===== src/rtl/conv_stream_loader.sv =====
// Serial-to-parallel operand loader and result drainer for the 2x2 systolic
// convolution core: 25 bytes in, one start pulse, four result bytes out.
module conv_stream_loader #(
  parameter int DONE_TIMEOUT = 64
) (
  input  logic       clk_in,
  input  logic       rst,
  input  logic [7:0] in_data,
  input  logic       in_valid,
  output logic       in_ready,
  output logic [7:0] i00, i01, i02, i03,
  output logic [7:0] i10, i11, i12, i13,
  output logic [7:0] i20, i21, i22, i23,
  output logic [7:0] i30, i31, i32, i33,
  output logic [7:0] f00, f01, f02,
  output logic [7:0] f10, f11, f12,
  output logic [7:0] f20, f21, f22,
  output logic       start,
  input  logic       done,
  input  logic [7:0] o00, o01, o10, o11,
  output logic [7:0] out_data,
  output logic       out_valid,
  input  logic       out_ready,
  output logic       busy,
  output logic       err
);

  typedef enum logic [1:0] {
    ST_LOAD  = 2'd0,
    ST_START = 2'd1,
    ST_WAIT  = 2'd2,
    ST_DRAIN = 2'd3
  } state_t;

  localparam logic [7:0] TMO_LAST = 8'(DONE_TIMEOUT - 1);

  state_t           state_q, state_d;
  logic [4:0]       k_q, k_d;
  logic [1:0]       idx_q, idx_d;
  logic [7:0]       tcnt_q, tcnt_d;
  logic [15:0][7:0] i_q, i_d;
  logic [8:0][7:0]  f_q, f_d;
  logic [3:0][7:0]  r_q, r_d;
  logic [4:0]       fk_s;
  logic             err_s;

  assign fk_s = k_q - 5'd16;

  // Next-state, operand write and result capture decode
  always_comb begin
    state_d = state_q;
    k_d     = k_q;
    idx_d   = idx_q;
    tcnt_d  = tcnt_q;
    i_d     = i_q;
    f_d     = f_q;
    r_d     = r_q;
    err_s   = 1'b0;
    case (state_q)
      ST_LOAD: begin
        if (in_valid) begin
          if (k_q < 5'd16) begin
            i_d[k_q[3:0]] = in_data;
          end else begin
            f_d[fk_s[3:0]] = in_data;
          end
          if (k_q == 5'd24) begin
            k_d     = 5'd0;
            state_d = ST_START;
          end else begin
            k_d = k_q + 5'd1;
          end
        end else begin
          k_d = k_q;
        end
      end
      ST_START: begin
        tcnt_d  = 8'd0;
        state_d = ST_WAIT;
      end
      ST_WAIT: begin
        tcnt_d = tcnt_q + 8'd1;
        // done takes priority over a coincident timeout
        if (done) begin
          r_d     = {o11, o10, o01, o00};
          idx_d   = 2'd0;
          state_d = ST_DRAIN;
        end else if (tcnt_q == TMO_LAST) begin
          err_s   = 1'b1;
          k_d     = 5'd0;
          state_d = ST_LOAD;
        end else begin
          state_d = ST_WAIT;
        end
      end
      ST_DRAIN: begin
        if (out_ready) begin
          if (idx_q == 2'd3) begin
            idx_d   = 2'd0;
            state_d = ST_LOAD;
          end else begin
            idx_d = idx_q + 2'd1;
          end
        end else begin
          idx_d = idx_q;
        end
      end
      default: begin
        state_d = ST_LOAD;
      end
    endcase
  end

  // State, counters, operand and result registers
  always_ff @(posedge clk_in or negedge rst) begin
    if (!rst) begin
      state_q <= ST_LOAD;
      k_q     <= 5'd0;
      idx_q   <= 2'd0;
      tcnt_q  <= 8'd0;
      i_q     <= '0;
      f_q     <= '0;
      r_q     <= '0;
    end else begin
      state_q <= state_d;
      k_q     <= k_d;
      idx_q   <= idx_d;
      tcnt_q  <= tcnt_d;
      i_q     <= i_d;
      f_q     <= f_d;
      r_q     <= r_d;
    end
  end

  assign in_ready  = (state_q == ST_LOAD);
  assign start     = (state_q == ST_START);
  assign busy      = (state_q != ST_LOAD);
  assign out_valid = (state_q == ST_DRAIN);
  assign out_data  = r_q[idx_q];
  // err must land on the final WAIT cycle and be vetoed by a same-cycle done
  assign err       = err_s;

  assign {i03, i02, i01, i00} = i_q[3:0];
  assign {i13, i12, i11, i10} = i_q[7:4];
  assign {i23, i22, i21, i20} = i_q[11:8];
  assign {i33, i32, i31, i30} = i_q[15:12];
  assign {f02, f01, f00}      = f_q[2:0];
  assign {f12, f11, f10}      = f_q[5:3];
  assign {f22, f21, f20}      = f_q[8:6];

endmodule


===== config.mk =====
export PLATFORM = sky130hd
export DESIGN_NAME = conv_stream_loader
export DESIGN_NICKNAME = d
export VERILOG_FILES = /design/src/rtl/conv_stream_loader.sv
export SDC_FILE = /design/constraint.sdc
export NUM_CORES = 1
export LEC_CHECK = 0
export BUFFER_PORTS_ARGS = -buffer_cell sky130_fd_sc_hd__buf_4
export CORE_ASPECT_RATIO = 0.9
export CORE_MARGIN = 1
export CORE_UTILIZATION = 30
export DETAILED_ROUTE_END_ITERATION = 10
export HOLD_SLACK_MARGIN = 0.12
export PLACE_DENSITY = 0.63
export SLEW_MARGIN = 20
export SYNTH_ARGS = -nofsm -noshare
export SYNTH_HDL_FRONTEND = slang
export SYNTH_SLANG_ARGS = --single-unit

===== constraint.sdc =====
create_clock -name clk_in -period 1.9 [get_ports clk_in]
set_input_delay 0.095 -clock clk_in [delete_from_list [all_inputs] [get_ports clk_in]]
set_output_delay 0.095 -clock clk_in [all_outputs]
set_load 0.01 [all_outputs]

# Yosys cells after proc, flatten, opt, wreduce, memory -nomap -nowiden
# Cells that the tools add are included.
# word_totals
output_inout_bits,213
in_bits,45
register_bits,249
wordCells,98
# op_classes
eq_ne,13
bitwise,1
n_lt_le_gt_ge,6
addsub,4
n_reduce_logical,13
mux,28
# ops
op,n
$bwmux 128,1
$bwmux 72,1
$demux 8 s4,2
$mux 8,3
$mux 5,4
$mux 2,9
$bmux 8 s2,1
$pmux 8 s2,1
$lt 4x5->1 const B,2
$pmux 5 s2,1
$reduce_and 3->1,3
$add 8x1->8 const B,1
$eq 8x6->1 const B,1
$ge 4x1->1 const B,2
$ne 2x2->1 const B,4
$pmux 2 s4,1
$reduce_and 4->1,2
$reduce_bool 2->1,4
$eq 2x2->1 const B,3
$ne 2x1->1 const B,3
$add 5x1->5 const B,1
$eq 5x5->1 const B,1
$lt 5x5->1 const B,1
$pmux 2 s2,1
9 further kinds,12

# Depth between registers and ports, before layout
# Gate-level depths: netlist of run 1.
# depth
word_depth,6
depth_mapped,8
depth_no_buf,6

# Worst setup path after synthesis of run 1
# Ideal clock, no wire load.
# synth_path
path_kind,register to register
start,register state_q[0]
end,"register i_q, in the netlist i13[0]"
setup_slack_ns,-0.095
required_ns,1.775
synth_period_minus_slack_ns,1.995
stages_incl_launch_ff,9
setup_time_ns,0.125
arrival_time_ns,1.870
n_path_buf,2
cell_sequence,dfrtp_1 inv_1 ha_1 buf_2 and3b_1 buf_4 nand2_4 nor2_8 mux2_2
# synth_between
elab_chain_cells,2
# synth_lines
element,line,source
"start, declared",37,"state_t state_q, state_d;"
"start signal, assigned",125,state_q <= state_d;
$logic_not 2->1,n/a,
net in_ready,10,"output logic in_ready,"
$reduce_and 3->1 (no line),n/a,
"end signal, assigned",129,i_q <= i_d;
"end, declared",41,"logic [15:0][7:0] i_q, i_d;"
# The timed path passes the listed nets, and every way through them passes these cells.
# A chain may end at the register's enable or synchronous reset.

# Final worst setup path of run 1
# layout_path
start,register idx_q[0]
end,output out_data[7]
# layout_between
elab_chain_cells,2
# layout_lines
element,line,source
"start, declared",39,"logic [1:0] idx_q, idx_d;"
"start signal, assigned",127,idx_q <= idx_d;
$bmux 8 s2,139,assign out_data = r_q[idx_q];
$mux 8 (implied by the code),139,
"end, declared",21,"output logic [7:0] out_data,"
# Every way passes these cells. The select of a mux whose other input is x is not followed.

==> reports/results.txt, run 1 <==
share of layout cells above drive strength 1 -> 61.8%
simple-gate portion of the synthesized area -> 6.26%
syn_nets -> 707
Clk pin slew, worst setup/hold paths -> 0.06 ns
Switch Pwr -> 4.68 mW
Yosys warning count -> 0
Total Wirelength -> 27.2 mm
clk buf depth -> 3
placed cells -> 1370
Peak supply drop -> 0.000666 V
antenna viol nets, final -> 0
number of synthesized flops with an enable pin -> 0
worst relative slew slack -> 56.3%
largest net degree at the start of global routing -> 75
most frequent cells in the layout -> 280 x buf_4, 248 x dfrtp_1, 226 x mux2_2
Worst setup endpoint -> out_data[7]
gr ovfl total -> 0
RR Endpoint -> i22[6]
Synth Flop Type -> dfrtp_1
clock latency at the later pin of the worst-skew pair -> 0.53 ns
Reg2Reg Launch Point -> state_q[0]
commonest non-fill, non-tap cell in the layout -> buf_4
fmax -> 539 MHz
endpoints failing hold -> 0
Hold WC Path Type -> in2async
Core Area -> 0.0332 mm²
root buffer cell -> clkbuf_16
# fillers -> 3011
max-cap viol count -> 0
Starting Density -> 30.7%
Compound-Gate Fraction of Synth Area -> 1.81%
total clock sinks -> 249
Worst Tran Pin Value -> 0.655 ns
Site Rows -> 63
chip height -> 177 µm
total power per unit cell area -> 1150 mW/mm²
GRT busiest layer -> met2
DRT Pass-1 Iters -> 6
routability congestion estimate -> 0.781
Vias -> 6600
Synth area leader -> dfrtp_1
Flop pwr share -> 39.2%
post-synthesis mux area share -> 27.5%
Logic pwr share -> 26.9%
final critical-path required period -> 1.85 ns
Synth Area in Adders -> 1.23%
syn avg cell area -> 15.6 µm²
Critical Path End Type -> primary output
register bit total from synthesis -> 249
Buffers on Ports -> 257
GR Util met3 -> 2.63%
Synth top area share -> 61.2%
synth unique cells -> 45
main combinational cell family by area after synthesis -> multiplexers
fin nets -> 1050
Cell Int Power -> 12.1 mW
WP data arrival -> 1.76 ns
P_leak -> 7.56 nW
drt drc -> 0
met1 Usage GRT -> 21.4%
initial antenna violation count -> 0
Setup violations, final -> 0
worst setup path startpoint -> idx_q[0]
Worst Skew -> 0.00828 ns
RSZ-0062 raised after global routing -> true
Synth area leaders -> dfrtp_1 61%, mux2_2 25%, nor2_8 1.8%
Synth Cell Area -> 0.0102 mm²
setup TNS -> 0 ns
post-synthesis sequential area ratio -> 61.2%
fin. max-slew vios -> 0
met2 GRT Util -> 24.9%
die area -> 0.0347 mm²
number of global-route vias before repair -> 6766
CP Max Fanout -> 4
All-Layer GR Usage -> 15.4%
xor/xnor cell area share of the yosys netlist -> 0.172%
detailed router's first-iteration violation count -> 226
Synth Instances -> 652
via density per instance -> 4.49
HPWL Detailed -> 18.5 mm
R2R setup slack -> 0.11 ns
Async SR Flop Fraction -> 100%
DIE WIDTH -> 196 µm
wire per inst -> 18.5 µm
Inserted Clock Buffers -> 28
H-tree lvl count -> 1
Switching Share -> 28.0%
register with the most flip-flops -> r_q
Layout Cells excl Fill -> 1471
area grow syn2layout -> 43.2%
Data required, critical path -> 1.80 ns
Final Cycle Share -> 97.6%
Clk pwr share -> 33.9%
io pins -> 258
global-route wire length before repair -> 41.2 mm
TritonCTS clock tree -> built
max reg flops -> 32
Worst Path Class, Setup -> reg2out
R2R depth -> 7
# diodes -> 0
outcome -> finished, final reports clean
Critical Path Start Type -> register
==> worst min-delay path by stage <==
stage	start	cells after the start	end	slack [ns]
2_1_floorplan	rst	0	f00[0]	-0.20
3_3_place_gp	rst	1	i23[2]	0.13
3_5_place_dp	rst	1	i23[2]	0.13
4_1_cts	in_data[3]	2	i20[3]	0.12
5_1_grt	in_data[5]	2	i00[5]	0.14
6_report	rst	2	i23[2]	0.11
==> critical path, cell delays in order, from the launching register on <==
cell and delay (ns):
dfrtp_2 0.42, clkbuf_16 0.17, mux4_2 0.51, buf_6 0.14
==> stage by stage <==
step / hold slack, ns / setup WS [ns] / power, mW / utilization (%) / instance area, µm²
after detailed placement: 0.132 / 0.0453 / 10.8 / 39.1 / 13000
after global placement: 0.129 / 0.0643 / 10.7 / 39.1 / 13000
after CTS: 0.124 / -0.0101 / 16.7 / 43.5 / 14500
after floorplan: -0.201 / 0.000135 / 8.88 / - / 10200
after global routing: 0.137 / -0.0170 / 17.6 / 43.9 / 14600
final: 0.115 / 0.0458 / 16.7 / 43.9 / 14600
==> power by group through the flow <==
stage | Clock (mW) | Combinational, mW | Sequential (mW)
detailed placement | 0 | 4.12 | 6.65
CTS | 5.87 | 4.32 | 6.55
finish | 5.68 | 4.49 | 6.56
global route | 6.07 | 4.85 | 6.68
floorplan | 0 | 2.12 | 6.76
global placement | 0 | 4.07 | 6.62
==> cell type report <==
type / count / area, µm² / area share, %
clock inverters: 10 / 138 / 0.945
multi-input cells: 362 / 3840 / 26.4
inverters: 9 / 33.8 / 0.232
repair buffers: 345 / 2900 / 19.9
clock buffers: 41 / 851 / 5.84
flip-flops and latches: 249 / 6230 / 42.8
well taps: 455 / 569 / 3.91
==> cells in the mapped netlist (all sizes together), types with 5 or more instances <==
cell type	instances
o21ai	9
inv	9
dfrtp	249
nor3	5
nor2	21
nand2	25
ha	10
nand3	12
buf	12
mux2	232
mux4	8
clkbuf	20
==> per-layer routing <==
metal / part of all wire, % / wire [µm]
met4: 2.1 / 583
met2: 48 / 13000
met3: 4.0 / 1090
met1: 46 / 12500
met5: 0 / 0
==> what timing repair did <==
action                                 in CTS  in global routing
resized for setup                           8                 18
cloned                                      0                  1
buffers inserted                            4                  3
hold buffers                               42                  0
pin swaps                                   2                  5
endpoints found under the hold margin     336                  0
setup endpoints to repair                   9                158
==> cells by family after synthesis <==
group                    count (synthesis)
buffers and inverters                   41
multiplexers                           241
XOR/XNOR                                 2
flip-flops                             249
adder cells (fa/ha/maj)                 10
AO/OA/AOI/OAI                           27
AND/OR/NAND/NOR                         82
No activity file was read; power rests on OpenSTA's default activity.
==> run 2, diff against run 1 <==
--- a/config.mk
+++ b/config.mk
@@ -8,10 +8,11 @@
 export BUFFER_PORTS_ARGS = -buffer_cell sky130_fd_sc_hd__buf_4
 export CORE_ASPECT_RATIO = 0.9
 export CORE_MARGIN = 1
-export CORE_UTILIZATION = 30
+export CORE_UTILIZATION = 35
+export CTS_BUF_LIST = sky130_fd_sc_hd__clkbuf_8 sky130_fd_sc_hd__clkbuf_16
 export DETAILED_ROUTE_END_ITERATION = 10
 export HOLD_SLACK_MARGIN = 0.12
-export PLACE_DENSITY = 0.63
+export PLACE_DENSITY = 0.7
 export SLEW_MARGIN = 20
 export SYNTH_ARGS = -nofsm -noshare
 export SYNTH_HDL_FRONTEND = slang
==> reports/results.txt, run 2 (same netlist as run 1, synthesis figures left out) <==
Critical Path End Type -> primary output
slowest stage cell, crit path -> dfrtp_1
Vias -> 6611
Inserted Clock Buffers -> 27
global-route wire length before repair -> 40.7 mm
Flop pwr share -> 41.4%
area grow syn2layout -> 40.0%
Clk pwr share -> 31.3%
HPWL Detailed -> 18.0 mm
outcome -> finished, final reports clean
Switching Share -> 28.7%
max-cap viol count -> 0
Util after Layout -> 50.5%
Starting Density -> 36.1%
io pins -> 258
die area -> 0.0298 mm²
commonest non-fill, non-tap cell in the layout -> buf_4
Multi-input gate area -> 0.00384 mm²
Critical Path Start Type -> register
endpoints failing hold -> 0
CP max stage delay -> 0.37 ns
Total Wirelength -> 26.5 mm
clk buf depth -> 3
# fillers -> 2390
fin nets -> 1050
fmax -> 538 MHz
Site Rows -> 58
Setup violations, final -> 0
Core Area -> 0.0282 mm²
P_leak -> 7.51 nW
Cell Int Power -> 11.4 mW
Logic pwr share -> 27.3%
total power -> 15.9 mW
most used cell, CP -> buf_4
max reg flops -> 32
detailed router's first-iteration violation count -> 353
DP Area -> 0.0129 mm²
DIE WIDTH -> 182 µm
number of global-route vias before repair -> 6701
worst relative slew slack -> 67.8%
fin. max-slew vios -> 0
root buffer cell -> clkbuf_16
Worst Tran Pin Value -> 0.484 ns
CP Max Fanout -> 4
Buffers on Ports -> 257
CP cell instances -> buf_4, ha_4, inv_1, nor4_4, buf_4
chip height -> 164 µm
via density per instance -> 4.82
wire per inst -> 19.3 µm
Hold WC Path Type -> in2reg
register with the most flip-flops -> r_q
All-Layer GR Usage -> 17.8%
Final Cycle Share -> 97.8%
Worst Path Class, Setup -> reg2out
Clk pin slew, worst setup/hold paths -> 0.06 ns
total clock sinks -> 249
Worst Skew -> 0.0146 ns
register area -> 0.00623 mm²
final critical-path required period -> 1.86 ns
total power per unit cell area -> 1120 mW/mm²
antenna viol nets, final -> 0
most frequent cells in the layout -> 287 x buf_4, 249 x dfrtp_1, 226 x mux2_2
TritonCTS clock tree -> built
Data required, critical path -> 1.80 ns
Switch Pwr -> 4.56 mW
largest net degree at the start of global routing -> 62
# diodes -> 0
routability congestion estimate -> 0.752
initial antenna violation count -> 0
post-route cell area -> 0.0143 mm²
RSZ-0062 raised after global routing -> true
gr ovfl total -> 0
WP data arrival -> 1.76 ns
share of layout cells above drive strength 1 -> 60.9%
clock latency at the later pin of the worst-skew pair -> 0.54 ns
drt drc -> 0
H-tree lvl count -> 1
DRT Pass-1 Iters -> 4
Peak supply drop -> 0.000630 V
[run 2: per-layer routing]
metal  vias to the layer above  share of wire (%)  track usage [%]
met1                      3397                 46             25.2
met3                        33                4.8             3.17
met4                         0                1.9             4.43
met5                         -                  0                0
li1                       3008                  -                -
met2                       173                 47             28.2
[run 2: timing repair]
item,4_1_cts,5_1_grt
endpoints found under the hold margin,394,0
hold buffers,44,0
resized for setup,9,6
endpoints found under the setup margin,7,32
pin swaps,4,3
setup buffers,3,1
[run 2: cell type report]
cell class | count | area share (%)
clock inverters | 15 | 0.685
multi-input cells | 362 | 26.9
repair buffers | 346 | 20.0
flip-flops and latches | 249 | 43.7
well taps | 360 | 3.16
clock buffers | 32 | 5.22
inverters | 9 | 0.237
[run 2: power by group through the flow]
stage               Sequential [mW]  Combinational (mW)  Clock, mW
detailed placement             6.67                4.16          0
global route                   6.69                4.70       5.36
finish                         6.59                4.35       4.98
floorplan                      6.76                2.12          0
global placement               6.65                4.06          0
CTS                            6.58                4.35       5.14
[run 2: final timing paths]
kind | end | start | depth (start not counted) | slack, ns
min in group asynchronous | f01[0] | rst | 3 | 0.61
max reg2reg | i20[2] | k_q[1] | 7 | 0.08
min | i21[5] | in_data[5] | 2 | 0.15
min reg2reg | f12[7] | f12[7] | 1 | 0.49
max | err | state_q[1] | 5 | 0.04
max in group asynchronous | f11[6] | rst | 4 | 0.54
[run 2: metrics by stage]
stage / setup WS [ns] / cells / TNS (ns) / hold slack [ns]
after global routing: -0.0673 / 1373 / -0.0748 / 0.141
after CTS: 0.0124 / 1372 / 0 / 0.122
after global placement: 0.0305 / 1278 / 0 / 0.0697
after detailed placement: 0.0176 / 1278 / 0 / 0.0710
after floorplan: 0.000135 / 652 / 0 / -0.201
final: 0.0423 / 1373 / 0 / 0.148
[run 2: worst max-delay path: cells and delay by family (launching register included)]
| family | cells | cell delay [ns] |
|---|---|---|
| buf+inv | 3 | 0.40 |
| fa+ha+maj | 1 | 0.14 |
| simple gates | 1 | 0.32 |
| flops | 1 | 0.37 |
